**config.mk**
```make
export PLATFORM = sky130hd
export DESIGN_NAME = iqdemap_16qam_flat
export DESIGN_NICKNAME = d
export VERILOG_FILES = /design/src/rtl/iq16qam_pkg.sv /design/src/rtl/iqdemap_16qam_if.sv /design/src/rtl/qam16_slicer.sv /design/src/rtl/iqdemap_16qam.sv /design/src/flat_wrapper.sv
export SDC_FILE = /design/constraint.sdc
export NUM_CORES = 1
export LEC_CHECK = 0
export ABC_AREA = 1
export CAP_MARGIN = 5
export CORE_ASPECT_RATIO = 0.75
export CORE_MARGIN = 10
export CORE_UTILIZATION = 45
export CTS_CLUSTER_SIZE = 40
export DETAILED_ROUTE_END_ITERATION = 16
export GPL_TIMING_DRIVEN = 0
export PLACE_DENSITY = 0.67
export SLEW_MARGIN = 20
export SYNTH_ARGS = -nofsm -noshare
export SYNTH_HDL_FRONTEND = slang
export SYNTH_SLANG_ARGS = --single-unit
```
**constraint.sdc**
```tcl
create_clock -name CLK -period 3.6 [get_ports CLK]
set_clock_uncertainty 0.1 [all_clocks]
set_input_delay 0.72 -clock CLK [delete_from_list [all_inputs] [get_ports CLK]]
set_output_delay 0.72 -clock CLK [all_outputs]
set_load 0.02 [all_outputs]
```
**src/rtl/iq16qam_pkg.sv**
```systemverilog
// Shared constants for the 16QAM mapper/demapper pair: amplitude, nibble bit
// positions, word packing geometry and the Gray level table.
package iq16qam_pkg;

  localparam int LVL_DEF = 1;
  localparam int W_DEF   = 11;
  localparam int NSYM    = 32;
  localparam int WORD_W  = 4 * NSYM;
  localparam int NSYM_W  = 6;

  localparam int R_MSB = 0;
  localparam int I_MSB = 1;
  localparam int R_LSB = 2;
  localparam int I_LSB = 3;

  // Level in units of LVL, indexed by {msb,lsb}: 00=+3, 01=+1, 10=-3, 11=-1
  localparam int GRAY_LVL [4] = '{3, 1, -3, -1};

  typedef enum logic {
    ST_FILL = 1'b0,
    ST_PEND = 1'b1
  } acc_state_e;

endpackage

```
**src/rtl/iqdemap_16qam_if.sv**
```systemverilog
// Packed-word bus from the demapper to the downstream writer.
// valid/ready: a word transfers on a rising edge where writer_valid and
// writer_ready are both high; writer_data/writer_nsym hold while valid waits.
interface iqdemap_16qam_if;
  import iq16qam_pkg::*;

  logic [WORD_W-1:0] writer_data;
  logic              writer_valid;
  logic              writer_ready;
  logic [NSYM_W-1:0] writer_nsym;

  modport master (
    output writer_data,
    output writer_valid,
    output writer_nsym,
    input  writer_ready
  );

  modport slave (
    input  writer_data,
    input  writer_valid,
    input  writer_nsym,
    output writer_ready
  );

endinterface

```
**src/rtl/qam16_slicer.sv**
```systemverilog
// One-axis hard slicer: sign gives the Gray msb, inner/outer ring gives the lsb.
module qam16_slicer
  import iq16qam_pkg::*;
#(
  parameter int W   = W_DEF,
  parameter int LVL = LVL_DEF
) (
  input  logic signed [W-1:0] x_i,
  output logic                msb_o,
  output logic                lsb_o
);

  localparam logic [W:0] THR = (W+1)'(2 * LVL);

  logic [W:0] mag;

  // One extra bit so the most negative sample maps to a positive magnitude
  always_comb begin
    mag   = x_i[W-1] ? (~{x_i[W-1], x_i} + 1'b1) : {x_i[W-1], x_i};
    msb_o = x_i[W-1];
    lsb_o = (mag < THR);
  end

endmodule

```
**src/rtl/iqdemap_16qam.sv**
```systemverilog
// 16QAM hard demapper: slices I/Q to Gray nibbles and packs 32 of them into a
// 128-bit word, with flush for partial words and full backpressure support.
module iqdemap_16qam
  import iq16qam_pkg::*;
#(
  parameter int LVL = LVL_DEF,
  parameter int W   = W_DEF
) (
  input  logic                CLK,
  input  logic                RST,
  input  logic                ce,
  input  logic                valid_i,
  input  logic signed [W-1:0] xr,
  input  logic signed [W-1:0] xi,
  input  logic                flush,
  output logic                ready_o,
  iqdemap_16qam_if.master     wr_if,
  output logic [3:0]          raw,
  output logic                valid_raw,
  output acc_state_e          dbg_state_o
);

  logic r_msb, r_lsb, i_msb, i_lsb;
  logic [3:0] nib;

  qam16_slicer #(.W(W), .LVL(LVL)) u_slice_r (.x_i(xr), .msb_o(r_msb), .lsb_o(r_lsb));
  qam16_slicer #(.W(W), .LVL(LVL)) u_slice_i (.x_i(xi), .msb_o(i_msb), .lsb_o(i_lsb));

  acc_state_e        state_q, state_d;
  logic [NSYM_W-1:0] cnt_q, cnt_d;
  logic [WORD_W-1:0] acc_q, acc_d;
  logic [WORD_W-1:0] wdata_q, wdata_d;
  logic [NSYM_W-1:0] wnsym_q, wnsym_d;
  logic              wvalid_q, wvalid_d;
  logic [3:0]        raw_q, raw_d;
  logic              vraw_q, vraw_d;
  logic              xfer, accept;

  always_comb begin
    nib        = '0;
    nib[R_MSB] = r_msb;
    nib[I_MSB] = i_msb;
    nib[R_LSB] = r_lsb;
    nib[I_LSB] = i_lsb;
  end

  // A pending word moves out when the output register is free or being emptied
  assign xfer    = (state_q == ST_PEND) && (!wvalid_q || wr_if.writer_ready);
  assign ready_o = (state_q == ST_FILL) || xfer;
  assign accept  = ce && valid_i && ready_o;

  always_comb begin
    state_d  = state_q;
    cnt_d    = cnt_q;
    acc_d    = acc_q;
    wdata_d  = wdata_q;
    wnsym_d  = wnsym_q;
    wvalid_d = wvalid_q;
    raw_d    = raw_q;
    vraw_d   = accept;

    if (accept) raw_d = nib;
    if (wr_if.writer_ready) wvalid_d = 1'b0;

    if (xfer) begin
      wdata_d  = acc_q;
      wnsym_d  = cnt_q;
      wvalid_d = 1'b1;
      acc_d    = '0;
      cnt_d    = '0;
    end

    // A symbol accepted during a transfer lands in nibble 0 of the fresh word
    if (accept) begin
      acc_d[4*cnt_d[4:0] +: 4] = nib;
      cnt_d                    = cnt_d + 1'b1;
    end

    if ((cnt_d == NSYM_W'(NSYM)) || (flush && (cnt_d != '0)) ||
        ((state_q == ST_PEND) && !xfer))
      state_d = ST_PEND;
    else
      state_d = ST_FILL;
  end

  always_ff @(posedge CLK) begin
    if (!RST) begin
      state_q  <= ST_FILL;
      cnt_q    <= '0;
      acc_q    <= '0;
      wdata_q  <= '0;
      wnsym_q  <= '0;
      wvalid_q <= 1'b0;
      raw_q    <= '0;
      vraw_q   <= 1'b0;
    end else if (ce) begin
      state_q  <= state_d;
      cnt_q    <= cnt_d;
      acc_q    <= acc_d;
      wdata_q  <= wdata_d;
      wnsym_q  <= wnsym_d;
      wvalid_q <= wvalid_d;
      raw_q    <= raw_d;
      vraw_q   <= vraw_d;
    end
  end

  assign wr_if.writer_data  = wdata_q;
  assign wr_if.writer_valid = wvalid_q;
  assign wr_if.writer_nsym  = wnsym_q;
  assign raw                = raw_q;
  assign valid_raw          = vraw_q;
  assign dbg_state_o        = state_q;

endmodule

```
**src/flat_wrapper.sv**
```systemverilog
// flat-port wrapper written by rule: the top's interface ports become plain ports
module iqdemap_16qam_flat import iq16qam_pkg::*;
#(
  parameter int LVL = LVL_DEF,
  parameter int W   = W_DEF
)
  (CLK, RST, ce, valid_i, xr, xi, flush, ready_o, raw, valid_raw, dbg_state_o, wr_if_writer_data, wr_if_writer_valid, wr_if_writer_nsym, wr_if_writer_ready);
  iqdemap_16qam_if wr_if_i ();
  input  logic CLK;
  input  logic RST;
  input  logic ce;
  input  logic valid_i;
  input  logic signed [W-1:0] xr;
  input  logic signed [W-1:0] xi;
  input  logic flush;
  output logic ready_o;
  output logic [3:0] raw;
  output logic valid_raw;
  output acc_state_e dbg_state_o;
  output wire logic [$bits(wr_if_i.writer_data)-1:0] wr_if_writer_data;
  output wire logic [$bits(wr_if_i.writer_valid)-1:0] wr_if_writer_valid;
  output wire logic [$bits(wr_if_i.writer_nsym)-1:0] wr_if_writer_nsym;
  input wire logic [$bits(wr_if_i.writer_ready)-1:0] wr_if_writer_ready;
  assign wr_if_writer_data = wr_if_i.writer_data;
  assign wr_if_writer_valid = wr_if_i.writer_valid;
  assign wr_if_writer_nsym = wr_if_i.writer_nsym;
  assign wr_if_i.writer_ready = wr_if_writer_ready;
  iqdemap_16qam #(.LVL(LVL), .W(W)) u_core (.CLK(CLK), .RST(RST), .ce(ce), .valid_i(valid_i), .xr(xr), .xi(xi), .flush(flush), .ready_o(ready_o), .wr_if(wr_if_i), .raw(raw), .valid_raw(valid_raw), .dbg_state_o(dbg_state_o));
endmodule
```
Yosys cells after proc, flatten, opt, wreduce, memory -nomap -nowiden
Index checks and enable logic that the tools add are counted.
{"block": "word_totals", "memories": 0, "in_bits": 28, "latchBits": 0, "output_inout_bits": 142, "elab_cells": 46, "mem_bits_ro": 0, "mem_bits_rw": 0, "reg_bits": 275}
{"block": "op_classes", "shifts": 2, "muxes": 10, "magnitude_cmp": 2, "reduce_logical": 16, "div_mod_pow": 0, "n_eq_ne": 1, "addsub": 4, "multipliers": 0, "bitwise_logic": 3}
{"cell": "$mux W128", "n": 2}
{"cell": "$bwmux W128", "n": 1}
{"cell": "$shift A4 B34 Y128 const A", "n": 1}
{"cell": "$shiftx A4 B34 Y128", "n": 1}
{"cell": "$neg A7 Y34", "n": 1}
{"cell": "$add A12 B1 Y12 const B", "n": 2}
{"cell": "$lt A12 B2 Y1 const B", "n": 2}
{"cell": "$mux W12", "n": 2}
{"cell": "$not A12 Y12", "n": 2}
{"cell": "$mux W6", "n": 2}
{"cell": "$add A6 B1 Y6 const B", "n": 1}
{"cell": "$eq A6 B6 Y1 const B", "n": 1}
{"cell": "$reduce_and A2 Y1", "n": 3}
{"cell": "$reduce_bool A6 Y1", "n": 1}
{"cell": "$logic_and A1 B1 Y1", "n": 5}
{"cell": "$logic_or A1 B1 Y1", "n": 4}
{"cell": "$mux W1", "n": 3}
{"cell": "$logic_not A1 Y1", "n": 2}
{"cell": "$reduce_bool A2 Y1", "n": 1}
{"cell": "$not A1 Y1", "n": 1}

Depth between registers and ports, before layout
Gate-level depths: netlist of run 1.
{"block": "depth", "depth_word": 11, "ltp_mapped": 21}

By module
From an unflattened synthesis of run 1, not the netlist that was laid out.
{"block": "hier_totals", "cells_unflattened": 2059, "hier_area_um2": 13455.4}
{"mod": "iqdemap_16qam", "area_each_um2": 13202.7, "instances": 1, "cells_per_inst": 2003}
{"mod": "qam16_slicer", "area_each_um2": 126.4, "instances": 2, "cells_per_inst": 28}

Least setup slack after synthesis of run 1
OpenSTA, ideal clock, no wires.
{"block": "synth_timing", "path_kind": "input to register", "from": "input port wr_if_writer_ready", "to": "register u_core.acc_q[104]", "slack_ps": 455, "t_arrival_ps": 2936, "path_buffers": 1, "path_stages": 21, "required_ps": 3391, "cell_sequence": "inv_2 > nand2_1 > nand2_2 > nand2_2 > buf_4 > ha_1 > nand2_1 > inv_1 > nand2_1 > inv_1 > ha_1 > inv_1 > nand3_4 > nor2_4 > inv_2 > nor2_2 > inv_1 > nand2_1 > o211ai_1 > nand2_1 > inv_1"}
{"block": "synth_between", "elab_chain_len": 7, "word_cells_on_any_way": 11}
{"element": "from (decl)", "line_no": "flat_wrapper.sv:23", "text": "input wire logic [$bits(wr_if_i.writer_ready)-1:0] wr_if_writer_ready;"}
{"element": "$logic_or A1 B1 Y1 *", "line_no": "iqdemap_16qam.sv:48", "text": "assign xfer = (state_q == ST_PEND) && (!wvalid_q || wr_if.writer_ready);"}
{"element": "$logic_and A1 B1 Y1 *", "line_no": "iqdemap_16qam.sv:48"}
{"element": "$mux W6", "line_no": "iqdemap_16qam.sv:65", "text": "if (xfer) begin"}
{"element": "$neg A7 Y34", "line_no": "iqdemap_16qam.sv:75", "text": "acc_d[4*cnt_d[4:0] +: 4] = nib;"}
{"element": "$shiftx A4 B34 Y128 or $shift A4 B34 Y128 (tied branches)", "line_no": "iqdemap_16qam.sv:75"}
{"element": "$bwmux W128", "line_no": "iqdemap_16qam.sv:75"}
{"element": "$mux W128 *", "line_no": "iqdemap_16qam.sv:74", "text": "if (accept) begin"}
{"element": "to (signal assigned)", "line_no": "iqdemap_16qam.sv:90", "text": "acc_q <= '0;"}
{"element": "to (signal assigned)", "line_no": "iqdemap_16qam.sv:99", "text": "acc_q <= acc_d;"}
{"element": "to (decl)", "line_no": "iqdemap_16qam.sv:31", "text": "logic [WORD_W-1:0] acc_q, acc_d;"}
Mark *: on every way between the ends. The rest lies on a longest branch, timed or not.
A chain may end at the register's enable or synchronous reset.

Worst setup path after layout of run 1
{"block": "layout_timing", "from": "input port xi[0]", "to": "register u_core.acc_q[75]"}
{"block": "layout_between", "elab_chain_len": 7}
{"element": "from (decl)", "line_no": "flat_wrapper.sv:14", "text": "input logic signed [W-1:0] xi;"}
{"element": "$not A12 Y12", "line_no": "qam16_slicer.sv:19", "text": "mag = x_i[W-1] ? (~{x_i[W-1], x_i} + 1'b1) : {x_i[W-1], x_i};"}
{"element": "$add A12 B1 Y12", "line_no": "qam16_slicer.sv:19"}
{"element": "$mux W12 *", "line_no": "qam16_slicer.sv:19"}
{"element": "$lt A12 B2 Y1 *", "line_no": "qam16_slicer.sv:21", "text": "lsb_o = (mag < THR);"}
{"element": "$shiftx A4 B34 Y128 *", "line_no": "iqdemap_16qam.sv:75"}
{"element": "$bwmux W128 *", "line_no": "iqdemap_16qam.sv:75"}
{"element": "$mux W128 *", "line_no": "iqdemap_16qam.sv:74"}
Marks and branches as above.

==> results of run 1 <==
==> per-stage QoR <==
step                hold WS, ps  total power [mW]  utilization
detailed placement          354              4.41        0.535
global placement            349              4.40        0.535
floorplan                   364              3.98            -
CTS                         363              7.32        0.568
finish                      359              7.36        0.572
global route                379              7.60        0.572
==> logic make-up after synthesis <==
| group | count (synthesis) | synth area share |
|---|---|---|
| flops | 275 | 0.426 |
| xor+xnor | 7 | 0.00620 |
| simple gates | 864 | 0.291 |
| fa+ha+maj | 5 | 0.00484 |
| compound gates | 443 | 0.187 |
| buf+inv | 285 | 0.0849 |
==> critical path, cell delays in order <==
cell             delay [ps]
clkdlybuf4s50_1         450
inv_1                    60
ha_1                    240
nand3_1                 160
inv_1                    80
nand3_1                 120
nand3_1                  80
nor2_1                  110
nand2_1                  60
nor2_1                  330
nand2_1                 430
nor2_2                  630
nand2_1                 160
nor2_1                  220
nor2_1                   70
nor2_1                   70
==> final cells by class <==
| class | count | share of cell area |
|---|---|---|
| Multi-Input combinational cell | 1319 | 0.397 |
| Clock inverter | 7 | 0.00411 |
| Buffer | 133 | 0.0332 |
| Sequential cell | 275 | 0.342 |
| Timing Repair Buffer | 172 | 0.106 |
| Tap cell | 385 | 0.0299 |
| Clock buffer | 44 | 0.0535 |
| Inverter | 151 | 0.0352 |
==> sequential cells by signal, summed over array words and instances, names as in the netlist <==
register / cells
u_core.valid_raw: 1
u_core.wr_if.writer_data: 128
u_core.raw: 4
u_core.wr_if.writer_nsym: 6
u_core.wr_if.writer_valid: 1
u_core.acc_q: 128
u_core.cnt_q: 6
u_core.dbg_state_o: 1
==> worst max path at each step <==
stage                        from  slack, ps                 to
2_1_floorplan  wr_if_writer_ready        450  u_core.acc_q[104]
3_3_place_gp   wr_if_writer_ready       -940  u_core.acc_q[119]
3_5_place_dp   wr_if_writer_ready       -650  u_core.acc_q[111]
4_1_cts        wr_if_writer_ready        -10  u_core.acc_q[119]
5_1_grt                     xi[0]        -90   u_core.acc_q[75]
6_report                    xi[0]        -10   u_core.acc_q[75]
==> power groups by stage <==
stage / registers [mW] / clock network (mW) / logic (mW)
finish: 3.28 / 2.95 / 1.13
global route: 3.29 / 3.09 / 1.21
CTS: 3.27 / 2.96 / 1.08
detailed placement: 3.34 / 0 / 1.07
global placement: 3.34 / 0 / 1.06
floorplan: 3.34 / 0 / 0.644
==> layout by cell type (no fill, tap or decap), types with 11 or more instances in the layout <==
master and instances:
a21oi_1 216, a31oi_1 37, buf_1 12, clkbuf_1 114
clkbuf_16 29, clkdlybuf4s50_1 167, dfxtp_1 275, inv_1 140
inv_2 11, nand2_1 371, nand3_1 264, nand4_1 15
nor2_1 160, nor2_2 14, o211ai_1 37, o21a_1 25
o21ai_0 119
==> repair_timing <==
action | CTS | global route
resized for setup | 3 | 24
setup endpoints to repair | 7 | 112
buffers inserted | 0 | 5
pin swaps | 0 | 2
==> per-layer routing <==
layer / part of all wire / global-route usage
met3: 0.11 / 0.0615
met4: 0.031 / 0.0867
met2: 0.42 / 0.414
met1: 0.45 / 0.405
met5: 0 / 0
==> impl_metrics.toml, run 1 <==
[floorplanning]
initial_utilization = 0.459
fp-row-count = 53
fp.dieW_um = 216
die_area_um2 = 36000
io_pins = 170
coreArea_um2 = 28200
die_h_um = 167

[min_path]
min_from = "u_core.wr_if.writer_data[21]"
hold_depth = 2
hold_path_end = "u_core.wr_if.writer_data[21]"
hold_path_class = "register to register"

[layout]
n_antenna_cell = 0
synthToLayoutAreaGrowth_pct = 24.7
fin_nets = 2113
multi_input_comb_area_um2 = 6390
nFillCells = 2768
design_area_um2 = 16100
stdcell_count = 2486
regArea_um2 = 5510
drive_above_1_share = 0.0552

[logic_synthesis]
synth_ff_type = "dfxtp_1"
syn_inst = 1879
synth_commonest_cells = "nand2_1, dfxtp_1, nand3_1, a21oi_1, nor2_1"
async_reset_ff_frac = 0
synth-warning-count = 0
synth_cell_type_count = 33
avgSynthCellArea_um2 = 6.88
syn-num-nets = 1912
synth_most_common_cell = "nand2_1"
syn-cell-area_um2 = 12900
synth_top_area_share = 0.426
ys_seq_elements = 275
synthTopCellsByArea = "dfxtp_1, nand2_1, nand3_1, a21oi_1, nor2_1"
yosysTopAreaCell = "dfxtp_1"
yosysSeqAreaShare = 0.426
synth-edff-count = 0

[sta]
fin_crit_sh = 1.00
finalSetupTns_ps = -10.0
hold_viol = 0
post-route-min-period_ps = 3610
setup_viol_count_final = 1
slew_viol_final = 0
grt_setup_unrepaired = "true"
fmax_ghz = 0.277
tightest_slew_ps = 1100
final.setup.worst_slack_ps = -10.0
relSlewSlack = 0.268

[grt]
grt_start_max_net_pins = 14
antenna_found_initial = 0
grt-ovfl-total = 0
grt_first_pass_wirelength_um = 80000
grt_pass1_vias = 12979
grt_util_all_layers = 0.283

[worst_setup_path]
crit_required_ps = 3990
worstPathArrival_ps = 4000
worstReg2RegEnd = "u_core.acc_q[56]"
reg2reg_depth = 18
regToRegSetupSlack_ps = 340
critPathLaunchType = "input pin"
critical_path.max_fanout = 6
r2r-start = "u_core.wr_if.writer_valid"
crit_type = "input pin to register"
crit_path_end_kind = "register"

[routing]
wirelength_um = 53000
wl_per_cell_um = 21.3
drtIter0Drc = 1639
vias_per_cell = 5.68
drc = 0
ant_nets = 0
drt-pass1-iter-count = 7
num_vias = 14132

[run_status]
violations = "setup timing"
outcome = "finished with violations"

[placed_design]
dp.final_hpwl_um = 39800
place_inst = 2431
pre_cts_slack_ps = -650
place_area_um2 = 15100
io_buffers = 167
place_congestion = 1.08

[cts]
cts_buffers = 28
path_clk_slew_ps = 60
cts_root_buf = "clkbuf_16"
cts_sinks = 275
tritoncts = "yes"
clock_path_buffers = 3
clkLatencyLatePin_ps = 550
ctsHtreeMaxLevel = 1
ctsHoldBuffers = 0

[power_and_ir_drop]
vdd_ir_drop_max_mv = 0.324
power_switching_share = 0.292
power.density_nw_per_um2 = 456
p_int_mw = 5.21
pwr-share-clk = 0.400
p_leak_nw = 6.18
pwr-share-seq = 0.446
pwr-share-comb = 0.154
p_sw_mw = 2.15

[flow_run]
cap_violations = 0
Note: power is estimated with default switching activity, not from simulation.
==> inputs of run 2 (changes only) <==
--- a/config.mk
+++ b/config.mk
@@ -14,7 +14,7 @@
 export DETAILED_ROUTE_END_ITERATION = 16
 export GPL_TIMING_DRIVEN = 0
 export PLACE_DENSITY = 0.67
-export SLEW_MARGIN = 20
+export SLEW_MARGIN = 30
 export SYNTH_ARGS = -nofsm -noshare
 export SYNTH_HDL_FRONTEND = slang
 export SYNTH_SLANG_ARGS = --single-unit
==> impl_metrics.toml, run 2 (synthesized netlist as in run 1, its figures left out) <==
[power_and_ir_drop]
pwr-share-comb = 0.152
p_leak_nw = 6.23
p_total_mw = 7.50
pwr-share-clk = 0.411
power.density_nw_per_um2 = 462
p_int_mw = 5.34
p_sw_mw = 2.16
vdd_ir_drop_max_mv = 0.357
power_switching_share = 0.288
pwr-share-seq = 0.438

[flow_run]
cap_violations = 0

[sta]
slew_viol_final = 0
grt_setup_unrepaired = "true"
setup_viol_count_final = 0
fmax_ghz = 0.288
post-route-min-period_ps = 3470
fin_crit_sh = 0.964
finalSetupTns_ps = 0
tightest_slew_ps = 1090
hold_viol = 0
relSlewSlack = 0.273

[routing]
drtIter0Drc = 1497
num_vias = 14168
wirelength_um = 53100
ant_nets = 0
wl_per_cell_um = 21.4
drc = 0
drt-pass1-iter-count = 6
vias_per_cell = 5.69

[layout]
layout_common_cells = "nand2_1, dfxtp_1, nand3_1"
design_area_um2 = 16200
fin_nets = 2115
fin_util = 0.576
synthToLayoutAreaGrowth_pct = 25.5
nFillCells = 2759
n_antenna_cell = 0
drive_above_1_share = 0.0594
final_common_cell = "nand2_1"

[grt]
grt_util_all_layers = 0.282
grtUsageMet2 = 0.408
top_usage_layer = "met2"
grt-ovfl-total = 0
use_met3 = 0.0735
grt_start_max_net_pins = 14
grt_first_pass_wirelength_um = 79700
antenna_found_initial = 0
grt_pass1_vias = 12947
met1_usage = 0.391

[placed_design]
place_area_um2 = 15100
dp.final_hpwl_um = 39800
io_buffers = 167
place_congestion = 1.08

[min_path]
hold_path_class = "register to register"

[worst_setup_path]
crit_path_end_kind = "register"
cp-startpoint = "wr_if_writer_ready"
r2r-start = "u_core.wr_if.writer_valid"
crit_type = "input pin to register"
critPathLaunchType = "input pin"
regToRegSetupSlack_ps = 390
worstPathArrival_ps = 3850
critical_path.max_fanout = 10
endpoint = "u_core.acc_q[40]"
crit_required_ps = 3990
reg2reg_depth = 18
worstReg2RegEnd = "u_core.acc_q[40]"

[cts]
cts_buffers = 28
path_clk_slew_ps = 60
cts_sinks = 275
ctsHtreeMaxLevel = 1
clock_path_buffers = 3
cts_root_buf = "clkbuf_16"
tritoncts = "yes"
clkLatencyLatePin_ps = 550
ctsHoldBuffers = 0

[floorplanning]
io_pins = 170
initial_utilization = 0.459
fp-row-count = 53
fp.dieW_um = 216
die_area_um2 = 36000
coreArea_um2 = 28200
die_h_um = 167

[run_status]
outcome = "complete, no violations"
run 2: cell count changes in the layout (fill, tap and decap cells not counted), sizes merged:
cell,before,now
bufinv,1,2
clkinv,5,4
clkinvlp,1,0
clkbuf,153,155
buf,28,29
run 2: area by class of cell:
type                            count  area (µm²)  area share
Multi-Input combinational cell   1319        6410       0.395
Sequential cell                   275        5510       0.339
Timing Repair Buffer              174        1740       0.107
Clock buffer                       45         896      0.0552
Inverter                          151         567      0.0349
Buffer                            133         538      0.0332
Tap cell                          385         482      0.0297
Clock inverter                      6        83.8     0.00517
run 2: worst min path at each step:
stage / cells past startpoint / endpoint / from
after floorplan: 2 / u_core.wr_if.writer_data[72] / u_core.acc_q[72]
after global placement: 2 / u_core.wr_if.writer_data[4] / u_core.wr_if.writer_data[4]
after detailed placement: 2 / u_core.wr_if.writer_data[119] / u_core.wr_if.writer_data[119]
after CTS: 2 / u_core.wr_if.writer_data[108] / u_core.wr_if.writer_data[108]
after global routing: 2 / u_core.wr_if.writer_nsym[2] / u_core.wr_if.writer_nsym[2]
final: 2 / u_core.wr_if.writer_data[108] / u_core.wr_if.writer_data[108]
run 2: stage by stage:
step | hold WS [ps] | setup slack [ps] | instances
global route | 375 | -8.22 | 2488
global placement | 349 | -943 | 2431
CTS | 363 | 26.6 | 2482
floorplan | 364 | 455 | 1879
finish | 360 | 131 | 2488
detailed placement | 353 | -656 | 2431
run 2: power by group through the flow:
stage | Sequential (mW) | Combinational, mW | Clock [mW]
after floorplan | 3.34 | 0.644 | 0
after global placement | 3.34 | 1.06 | 0
after detailed placement | 3.34 | 1.07 | 0
after CTS | 3.27 | 1.08 | 3.11
after global routing | 3.29 | 1.22 | 3.22
final | 3.28 | 1.14 | 3.08
run 2: metal layers:
metal	wire [µm]	up-vias
met5	0	-
met4	2070	0
met3	5890	112
met2	21800	740
met1	23400	6637
li1	-	6679
run 2: timing repair:
item | 4_1_cts | 5_1_grt
buffers inserted | 0 | 7
pin swaps | 0 | 2
resized for setup | 5 | 28
endpoints found under the setup margin | 8 | 106
run 2: critical path: stages:
cell	delay (ps)
clkdlybuf4s50_1	420
inv_2	90
nand2_1	90
nand2_4	120
nand2_2	90
buf_4	200
ha_1	230
nand2_1	110
inv_1	60
nand2_1	50
inv_1	40
ha_1	360
nand3_4	220
inv_2	240
nand2_1	180
nor2_2	260
nand2_1	90
nand3_1	100
o211ai_1	90
inv_1	80
